**config.mk**
```make
export PLATFORM = sky130hd
export DESIGN_NAME = systolic_controller
export DESIGN_NICKNAME = d
export VERILOG_FILES = /design/src/rtl/systolic_controller.sv
export SDC_FILE = /design/constraint.sdc
export NUM_CORES = 1
export LEC_CHECK = 0
export ABC_AREA = 1
export CAP_MARGIN = 30
export CORE_MARGIN = 4
export CORE_UTILIZATION = 30
export CTS_CLUSTER_DIAMETER = 150
export DETAILED_ROUTE_END_ITERATION = 16
export GPL_TIMING_DRIVEN = 0
export HOLD_SLACK_MARGIN = 0.08
export MAX_ROUTING_LAYER = met4
export SYNTH_ARGS = -nofsm -noshare
export SYNTH_HDL_FRONTEND = slang
export SYNTH_SLANG_ARGS = --single-unit
```
**constraint.sdc**
```tcl
create_clock -name clk -period 2 [get_ports clk]
set_clock_uncertainty 0.2 [all_clocks]
set_input_delay 0.6 -clock clk [delete_from_list [all_inputs] [get_ports clk]]
set_output_delay 0.6 -clock clk [all_outputs]
set_load 0.02 [all_outputs]
```
**src/rtl/systolic_controller.sv**
```systemverilog
// rtl/systolic_controller.sv - job sequencer driving the systolic-array buffer and weight-write enables
//
// Purpose: turns a single start/done host handshake into the fixed per-job schedule
//   LOAD_W -> PUSH_W -> LOAD_A -> COMPUTE -> DRAIN -> DONE, or LOAD_A onward when reuse_weight=1.
// Ports:
//   clk, rst                 clock; asynchronous active-high reset
//   start, reuse_weight      job request and weight-reuse flag, both sampled only in IDLE
//   busy, done               job in progress; one-cycle completion pulse
//   weight_req, act_req      host must present in_weight / in_act this cycle
//   res_valid                out_res of the array top is valid this cycle
//   *_en                     buffer and weight-write enables to the array top
module systolic_controller #(
  parameter int ARRAYWIDTH = 4,
  parameter int OUT_LAT    = 2*ARRAYWIDTH-1
) (
  input  logic clk,
  input  logic rst,
  input  logic start,
  input  logic reuse_weight,
  output logic busy,
  output logic done,
  output logic weight_req,
  output logic act_req,
  output logic res_valid,
  output logic weight_buffer_load_en,
  output logic weight_buffer_out_en,
  output logic write_weight_en,
  output logic input_buffer_load_en,
  output logic input_buffer_out_en,
  output logic output_buffer_load_en,
  output logic output_buffer_out_en
);

  localparam int CW = $clog2(OUT_LAT + ARRAYWIDTH) + 1;
  localparam logic [CW-1:0] LAST_N   = CW'(ARRAYWIDTH - 1);
  localparam logic [CW-1:0] LAST_C   = CW'(OUT_LAT + ARRAYWIDTH - 1);
  localparam logic [CW-1:0] OB_FIRST = CW'(OUT_LAT);

  typedef enum logic [2:0] {
    IDLE, LOAD_W, PUSH_W, LOAD_A, COMPUTE, DRAIN, DONE
  } state_t;

  state_t          state, nxt_state;
  logic [CW-1:0]   cnt, nxt_cnt;
  logic            last;

  // Last cycle of the current phase.
  always_comb begin
    last = 1'b0;
    case (state)
      LOAD_W, PUSH_W, LOAD_A, DRAIN: last = (cnt == LAST_N);
      COMPUTE:                       last = (cnt == LAST_C);
      DONE:                          last = 1'b1;
      default:                       last = 1'b0;
    endcase
  end

  // reuse_weight only matters on the accepting edge: the chosen first state is its latched form.
  always_comb begin
    nxt_state = state;
    nxt_cnt   = cnt + 1'b1;
    if (state == IDLE) begin
      nxt_cnt = '0;
      if (start) nxt_state = reuse_weight ? LOAD_A : LOAD_W;
    end else if (last) begin
      nxt_cnt = '0;
      case (state)
        LOAD_W:  nxt_state = PUSH_W;
        PUSH_W:  nxt_state = LOAD_A;
        LOAD_A:  nxt_state = COMPUTE;
        COMPUTE: nxt_state = DRAIN;
        DRAIN:   nxt_state = DONE;
        default: nxt_state = IDLE;
      endcase
    end
  end

  // Outputs are decoded from the next state/count so they are registered yet line up with the state.
  always_ff @(posedge clk or posedge rst) begin
    if (rst) begin
      state                 <= IDLE;
      cnt                   <= '0;
      busy                  <= 1'b0;
      done                  <= 1'b0;
      weight_req            <= 1'b0;
      act_req               <= 1'b0;
      res_valid             <= 1'b0;
      weight_buffer_load_en <= 1'b0;
      weight_buffer_out_en  <= 1'b0;
      write_weight_en       <= 1'b0;
      input_buffer_load_en  <= 1'b0;
      input_buffer_out_en   <= 1'b0;
      output_buffer_load_en <= 1'b0;
      output_buffer_out_en  <= 1'b0;
    end else begin
      state                 <= nxt_state;
      cnt                   <= nxt_cnt;
      busy                  <= (nxt_state != IDLE);
      done                  <= (nxt_state == DONE);
      weight_req            <= (nxt_state == LOAD_W);
      weight_buffer_load_en <= (nxt_state == LOAD_W);
      weight_buffer_out_en  <= (nxt_state == PUSH_W);
      write_weight_en       <= (nxt_state == PUSH_W);
      act_req               <= (nxt_state == LOAD_A);
      input_buffer_load_en  <= (nxt_state == LOAD_A);
      input_buffer_out_en   <= (nxt_state == COMPUTE);
      // Column sums reach the output buffer only after the array pipeline latency.
      output_buffer_load_en <= (nxt_state == COMPUTE) && (nxt_cnt >= OB_FIRST);
      output_buffer_out_en  <= (nxt_state == DRAIN);
      // The output buffer registers its read data, so results trail the read enable by one cycle.
      res_valid             <= output_buffer_out_en;
    end
  end

endmodule

```
Word-level counts from Yosys, hierarchy flattened
Cells that the tools add are included.

storage, ports and cells
  flip-flop bits (word level) = 17
  bits of input ports = 4
  output and inout port bits = 12
  word-level logic and storage cells = 39

operators by class
  add/subtract/negate cells = 1
  $lt $le $gt $ge = 1
  eq/ne operators = 14
  multiplexer cells = 8
  reduce and logical (&&, ||, !) cells = 4

operators by type and width
  kind                   count
  $eq A3 B3 Y1 const B   6
  $pmux W3 S5            1
  $eq A3 B2 Y1 const B   4
  $mux W5                2
  $mux W3                3
  $eq A3 B1 Y1 const B   2
  $add A5 B1 Y5 const B  1
  $eq A5 B2 Y1 const B   1
  $eq A5 B4 Y1 const B   1
  $ge A5 B3 Y1 const B   1
  $reduce_or A4 Y1       1
  $logic_not A3 Y1       1
  $pmux W1 S3            1
  $reduce_bool A3 Y1     1
  $mux W2                1
  $logic_and A1 B1 Y1    1

Logic depth before layout (Yosys ltp)
Gate-level depths: netlist (run 1).

  depth after elaboration = 7
  gate-level depth with buffers = 12
  mapped depth without buffers = 12

Least setup slack after synthesis (run 1)
No wires, ideal clock.

  path type = register -> register
  start point = register state[0]
  end point = register weight_buffer_load_en
  library setup time = 0.118 ns
  data arrival time = 1.314 ns
  required time = 1.682 ns
  slack = 0.368 ns
  stages on the path, launching flop included = 13
  buffers on the path = 0
  clock period less this slack = 1.632 ns
  path through = dfrtp_1 -> nor2_4 -> nand2_1 -> nand2_1 -> nand2_1 -> nand2_4 -> nand2_2 -> nand2_1 -> nand2_2 -> nor2_4 -> inv_2 -> nand2_1 -> nor2_1

between the ends
  word-level cells in the longest chain between the ends = 6
  elaborated cells between the ends (all ways) = 14
  those cells by class = 7 x eq/ne; 5 x mux; 2 x reduce/logical

RTL lines
  item                                  RTL line  text
  start, declared                       43        state_t state, nxt_state;
  start signal, assigned                96        state <= nxt_state;
  $eq A3 B3 Y1 (tied with other cells)  50, 67
  $reduce_or A4 Y1                      50        case (state)
  $pmux W1 S3                           50
  $mux W3                               65        end else if (last) begin
  $mux W3 (*)                           62        if (state == IDLE) begin
  net nxt_state[0]                      43
  $eq A3 B1 Y1 (*)                      101       weight_buffer_load_en <= (nxt_state == LOAD_W);
  end signal, assigned                  101
  end, declared                         25        output logic weight_buffer_load_en,

Mark *: on every way through the listed nets, which the timed path passes. The rest lies on a longest branch.

Worst setup path in the final report (run 1)
  start point = register write_weight_en
  end point = output port write_weight_en

RTL lines
  item                    RTL line  text
  start, declared         27        output logic write_weight_en,
  start signal, assigned  103       write_weight_en <= (nxt_state == PUSH_W);

No word-level cell between the ends.

==> results of run 1 <==
[flip-flops by register name (all words and copies together) (netlist names)]
name	count
cnt	5
state	3
busy	1
done	1
input_buffer_load_en	1
input_buffer_out_en	1
output_buffer_load_en	1
output_buffer_out_en	1
res_valid	1
weight_buffer_load_en	1
write_weight_en	1
[worst max-delay path: stages, from the launching register on]
cell and delay [ns]:
dfrtp_1 0.39, buf_4 0.13, dlygate4sd2_1 0.31
[logic make-up after synthesis]
logic type      after synthesis
fa+ha+maj                     1
xor+xnor                      3
flops                        17
simple gates                 52
compound gates                3
buf+inv                      21
[final timing paths]
path / start / to / slack, ns / cells past startpoint
setup / recovery: write_weight_en$_DFF_PP0_ / write_weight_en / 0.10 / 2
max in group asynchronous: rst / cnt[3]$_DFF_PP0_ / 0.73 / 2
min in group asynchronous: rst / state[0]$_DFF_PP0_ / 0.48 / 2
hold reg to reg: output_buffer_out_en$_DFF_PP0_ / res_valid$_DFF_PP0_ / 0.18 / 0
setup reg to reg: state[1]$_DFF_PP0_ / weight_buffer_load_en$_DFF_PP0_ / 0.19 / 12
hold / removal: output_buffer_out_en$_DFF_PP0_ / res_valid$_DFF_PP0_ / 0.18 / 0
[final cells by class]
type / instances / area (um^2) / share of cell area (%)
sequential: 17 / 425.4 / 40.48
multi-input combinational: 59 / 334.1 / 31.79
inverter: 18 / 67.56 / 6.429
tap: 31 / 38.79 / 3.690
clock inverter: 1 / 5.005 / 0.4762
buffer: 3 / 22.52 / 2.143
clock buffer: 3 / 22.52 / 2.143
timing repair buffer: 15 / 135.1 / 12.86
[metrics by stage]
| step | worst slack [ns] | hold WS (ns) | instances |
|---|---|---|---|
| final | 0.1011 | 0.1801 | 147 |
| after global placement | 0.1302 | 0.1636 | 143 |
| after global routing | 0.01630 | 0.2063 | 147 |
| after detailed placement | 0.1193 | 0.1670 | 143 |
| after floorplan | 0.3682 | 0.2936 | 97 |
| after CTS | 0.08413 | 0.1850 | 147 |
[layout by cell type (no fill, tap or decap), drive strengths merged, types with 2 or more instances in the layout]
cell,netlist,routed
inv,18,18
dfrtp,17,17
clkdlybuf4s50,0,3
nor2,18,18
buf,3,3
dlygate4sd2,0,12
clkbuf,0,3
nand3,7,7
xor2,3,3
o21ai,3,3
nand2,23,23
nand4,2,2
[layer usage]
layer  part of all wire (%)  global-route usage, %  wire length, um  up-vias
li1                       -                      -                -      328
met1                     44                  11.59              644      315
met2                     53                  16.47              777        7
met3                    2.6                  1.258               39        2
met4                    1.3                  4.644               19        0
met5                      0                      -                0        -
[repair_timing]
item | CTS | global route
hold endpoints to repair | 0 | 0
gates resized for setup | 12 | 0
setup endpoints to repair | 12 | 0
[report_power, final]
part           internal (uW)  leakage (uW)  switching (uW)  total (uW)
registers                459      0.000220             101         559
clock network           74.0     0.0000177            92.4         166
logic                    308      0.000374             526         834
total                    840      0.000611             719        1560
==> flow_metrics.tcl, run 1 <==
set metrics [dict create \
    synth_nets 102 \
    critPathKind "register to output pin" \
    hold_viol_final 0 \
    synth_area_um2 849.6 \
    clk_pin_slew_ns 0.09 \
    ys_seq_area_share_pct 50.07 \
    coreArea_mm2 0.002734 \
    ys.flop_type "dfrtp_1" \
    yosysMostFrequentCell "dfrtp_1" \
    tns_ns 0 \
    yosys.area_share.simple_pct 32.55 \
    max_freq_mhz 526.6 \
    ir_worst_vdd_mv 0.7975 \
    dieArea_mm2 0.003747 \
    grt_pass1_vias 660 \
    cp-start-kind "register" \
    synth_xor_area_share_pct 3.093 \
    route.vias.total 652 \
    finalMaxSlewViolations 0 \
    drtIter0Drc 6 \
    cts_buffers 3 \
    vias_per_cell 4.435 \
    num_antenna_cells 0 \
    start_util_pct 31.08 \
    std_cell_rows 19 \
    insertion_delay_ns 0.27 \
    synth_seq_cells 17 \
    die_w_um 61.22 \
    antenna_found_initial 0 \
    grt_overflow 0 \
    synth_edf_count 0 \
    worst_pin_slew_ns 0.6006 \
    power.leakage_uw 0.0006111 \
    ant_nets 0 \
    first_pass_iters 4 \
    fillers 255 \
    critPathArrivalTime_ns 1.10 \
    synth_top_family_by_area "simple AND/OR/NAND/NOR gates" \
    rsz0062_at_grt "false" \
    die_h_um 61.22 \
    async_reset_ff_share_pct 100.0 \
    setup_violations 0 \
    yosysWarnings 0 \
    io_buffers 15 \
    htree_levels 1 \
    power_density_mw_per_mm2 1483 \
    syn_inst 97 \
    yosys.area_share.adder_pct 1.473 \
    finalWirelength_um 1480 \
    ys_top_cells_by_area "dfrtp_1 50%, nand2_1 7.1%, inv_1 6.6%" \
    drv_cap 0 \
    synth_top_area_cell "dfrtp_1" \
    grt_usage_pct 9.821 \
    fin_area_mm2 0.001051 \
    avgRoutedWirePerCell_um 10.07 \
    root_buffer "clkbuf_4" \
    clock_path_buffers 2 \
    power.total_uw 1559 \
    finalCritPeriodShare_pct 94.95 \
    cts_tree "done" \
    postCtsSetupBuffers 0 \
    hpwlAfterDp_um 1235 \
    ios 16 \
    cts.sinks 17 \
    grt_start_max_net_pins 18 \
    drive_above_1_share_pct 18.97 \
    synth-compound-area-share_pct 2.209 \
    post-route-util_pct 38.44 \
    nets 122 \
    grt_pass1_wl_um 2677 \
    worstSetupEndpointType "output pin" \
    min_period_ns 1.899 \
    synth.top_cell.area_share_pct 50.07 \
    placed_area_mm2 0.001039 \
    syn_to_final_growth_pct 23.71 \
    route.detailed.drc 0 \
    ys_top_cells_by_count "17 x dfrtp_1, 16 x nand2_1, 15 x inv_1, 15 x nor2_1, 6 x nand3_1" \
    cts-hold-fix-buffers 0 \
    cp.required_ns 1.20 \
    synth_mux_area_share_pct 0 \
    status "finished clean" \
    place_congestion 0.8216 \
    critPathMaxFanout 2 \
    min_path_type "register to register" \
    yosysUniqueCellTypes 18 \
    postSynthAreaPerCell_um2 8.758 \
    max-slew-margin-rel_pct 59.92 \
]
Note: power is estimated with default switching activity, not from simulation.
==> inputs of run 2 (changes only) <==
--- a/config.mk
+++ b/config.mk
@@ -14,6 +14,7 @@
 export GPL_TIMING_DRIVEN = 0
 export HOLD_SLACK_MARGIN = 0.08
 export MAX_ROUTING_LAYER = met4
+export PLACE_DENSITY = 0.49
 export SYNTH_ARGS = -nofsm -noshare
 export SYNTH_HDL_FRONTEND = slang
 export SYNTH_SLANG_ARGS = --single-unit
==> run 2 against run 1 <==
  * Core utilization stayed put
  * Non-clock buffer count stayed put
  * Final area stayed put
  * Combinational power is 1% lower
  * Sequential share of layout area stayed put
  * Worst setup slack worse by 0.021 ns
==> flow_metrics.tcl, run 2 (synthesis results as in run 1) <==
set metrics [dict create \
    drive_above_1_share_pct 18.97 \
    grtUsageMet3_pct 2.516 \
    crit_family "buffers and inverters" \
    power_density_mw_per_mm2 1480 \
    drtIter0Drc 21 \
    die_h_um 61.22 \
    mostFrequentLayoutCells "17 x dfrtp_1, 16 x nand2_1, 15 x inv_1, 15 x nor2_1, 12 x dlygate4sd2_1" \
    largest_reg_flops 5 \
    route.detailed.drc 0 \
    max-slew-margin-rel_pct 56.67 \
    io_buffers 15 \
    worstReg2RegEnd "weight_buffer_load_en$_DFF_PP0_" \
    cts_tree "done" \
    grt_overflow 0 \
    fin_area_mm2 0.001051 \
    grt_start_max_net_pins 18 \
    cp.required_ns 1.20 \
    top_register "cnt" \
    top_regs "cnt: 5 flops, state: 3 flops" \
    critPathMaxFanout 2 \
    internal-power_uw 840.6 \
    layoutNonFillerInstCount 147 \
    min_path_type "register to register" \
    top_usage_layer "met1" \
    p_comb_share_pct 53.0 \
    final_common_cell "dfrtp_1" \
    setup_ws_ns 0.08031 \
    use_met2_pct 12.84 \
    placed_area_mm2 0.001039 \
    critPathArrivalTime_ns 1.12 \
    dieArea_mm2 0.003747 \
    ios 16 \
    hpwlAfterDp_um 1147 \
    clock_path_buffers 2 \
    seq_power_share_pct 35.4 \
    cts.sinks 17 \
    root_buffer "clkbuf_4" \
    avgRoutedWirePerCell_um 9.959 \
    max_freq_mhz 520.9 \
    max_stage_delay_ns 0.40 \
    finalCritPeriodShare_pct 95.98 \
    syn_to_final_growth_pct 23.71 \
    status "finished clean" \
    die_w_um 61.22 \
    coreArea_mm2 0.002734 \
    fillers 298 \
    drv_cap 0 \
    use_met1_pct 14.01 \
    worst_pin_slew_ns 0.6492 \
    crit_buf_inv 2 \
    hold-path-cell-count 0 \
    std_cell_rows 19 \
    p_clk_share_pct 11.6 \
    p_sw_share_pct 45.97 \
    worstSetupEndpointType "output pin" \
    rsz0062_at_grt "false" \
    dp.cells 143 \
    htree_levels 1 \
    first_pass_iters 4 \
    min_period_ns 1.920 \
    setup_violations 0 \
    tns_ns 0 \
    power.switching_uw 715.3 \
    seqCellArea_um2 425.4 \
    hold_viol_final 0 \
    grt_pass1_wl_um 2656 \
    reg2reg_depth 12 \
    cts_buffers 3 \
    ant_nets 0 \
    cp-start-kind "register" \
    antenna_found_initial 0 \
    insertion_delay_ns 0.29 \
    hold-path-endpoint "res_valid$_DFF_PP0_" \
    dp_slack_ns 0.1087 \
    finalWirelength_um 1464 \
    nets 122 \
    finalMaxSlewViolations 0 \
    clk_pin_slew_ns 0.10 \
    hold_path.startpoint "output_buffer_out_en$_DFF_PP0_" \
    num_antenna_cells 0 \
    power.leakage_uw 0.0006111 \
    route.vias.total 633 \
    grt_pass1_vias 601 \
    reg2reg_from "state[0]$_DFF_PP0_" \
    path_cells "buf_4, dlygate4sd2_1" \
    start_util_pct 31.08 \
    multi_input_area_um2 334.1 \
    fin_hold_ws_ns 0.1762 \
    grt_usage_pct 9.987 \
    rrSetupSlack_ns 0.22 \
    ir_worst_vdd_mv 0.8183 \
    critPathKind "register to output pin" \
    critical-path-slowest-cell "dfrtp_1" \
    place_congestion 0.7549 \
    vias_per_cell 4.306 \
]
[run 2: how the worst max path moves through the flow]
stage | startpoint | to | slack, ns | depth (start not counted)
6_report | write_weight_en$_DFF_PP0_ | write_weight_en | 0.08 | 2
5_1_grt | write_weight_en$_DFF_PP0_ | write_weight_en | 0.02 | 2
4_1_cts | write_weight_en$_DFF_PP0_ | write_weight_en | 0.06 | 2
3_5_place_dp | start | weight_buffer_load_en$_DFF_PP0_ | 0.11 | 7
3_3_place_gp | start | output_buffer_load_en$_DFF_PP0_ | 0.1 | 6
2_1_floorplan | state[0]$_DFF_PP0_ | weight_buffer_load_en$_DFF_PP0_ | 0.37 | 12
[run 2: power by group through the flow]
stage	sequential (uW)	clock (uW)	combinational [uW]
after floorplan	609	0	590
after global placement	563	0	881
after detailed placement	561	0	890
after CTS	553	190	842
after global routing	570	215	942
final	550	181	824
[run 2: layout make-up]
type | count | area share [%]
Inverter | 18 | 6.429
Multi-Input combinational cell | 59 | 31.79
Clock buffer | 3 | 2.143
Tap cell | 31 | 3.690
Buffer | 3 | 2.143
Sequential cell | 17 | 40.48
Timing Repair Buffer | 15 | 12.86
Clock inverter | 1 | 0.4762
[run 2: metal layers]
metal | part of all wire, % | wire length [um] | up-vias
met1 | 50 | 727 | 293
met4 | 2.1 | 31 | 0
met3 | 4.4 | 64 | 4
met5 | 0 | 0 | -
li1 | - | - | 325
met2 | 44 | 640 | 11
[run 2: stage by stage]
| step | utilization, % | total power (uW) |
|---|---|---|
| 2_1_floorplan | - | 1198 |
| 3_5_place_dp | 37.99 | 1451 |
| 3_3_place_gp | 37.99 | 1445 |
| 6_report | 38.44 | 1556 |
| 5_1_grt | 38.44 | 1727 |
| 4_1_cts | 38.44 | 1585 |
[run 2: what timing repair did]
action | in CTS | in global routing
gates resized for setup | 12 | 0
hold buffers | 0 | 0
buffers inserted | 0 | 0
hold endpoints to repair | 0 | 0
setup endpoints to repair | 12 | 0
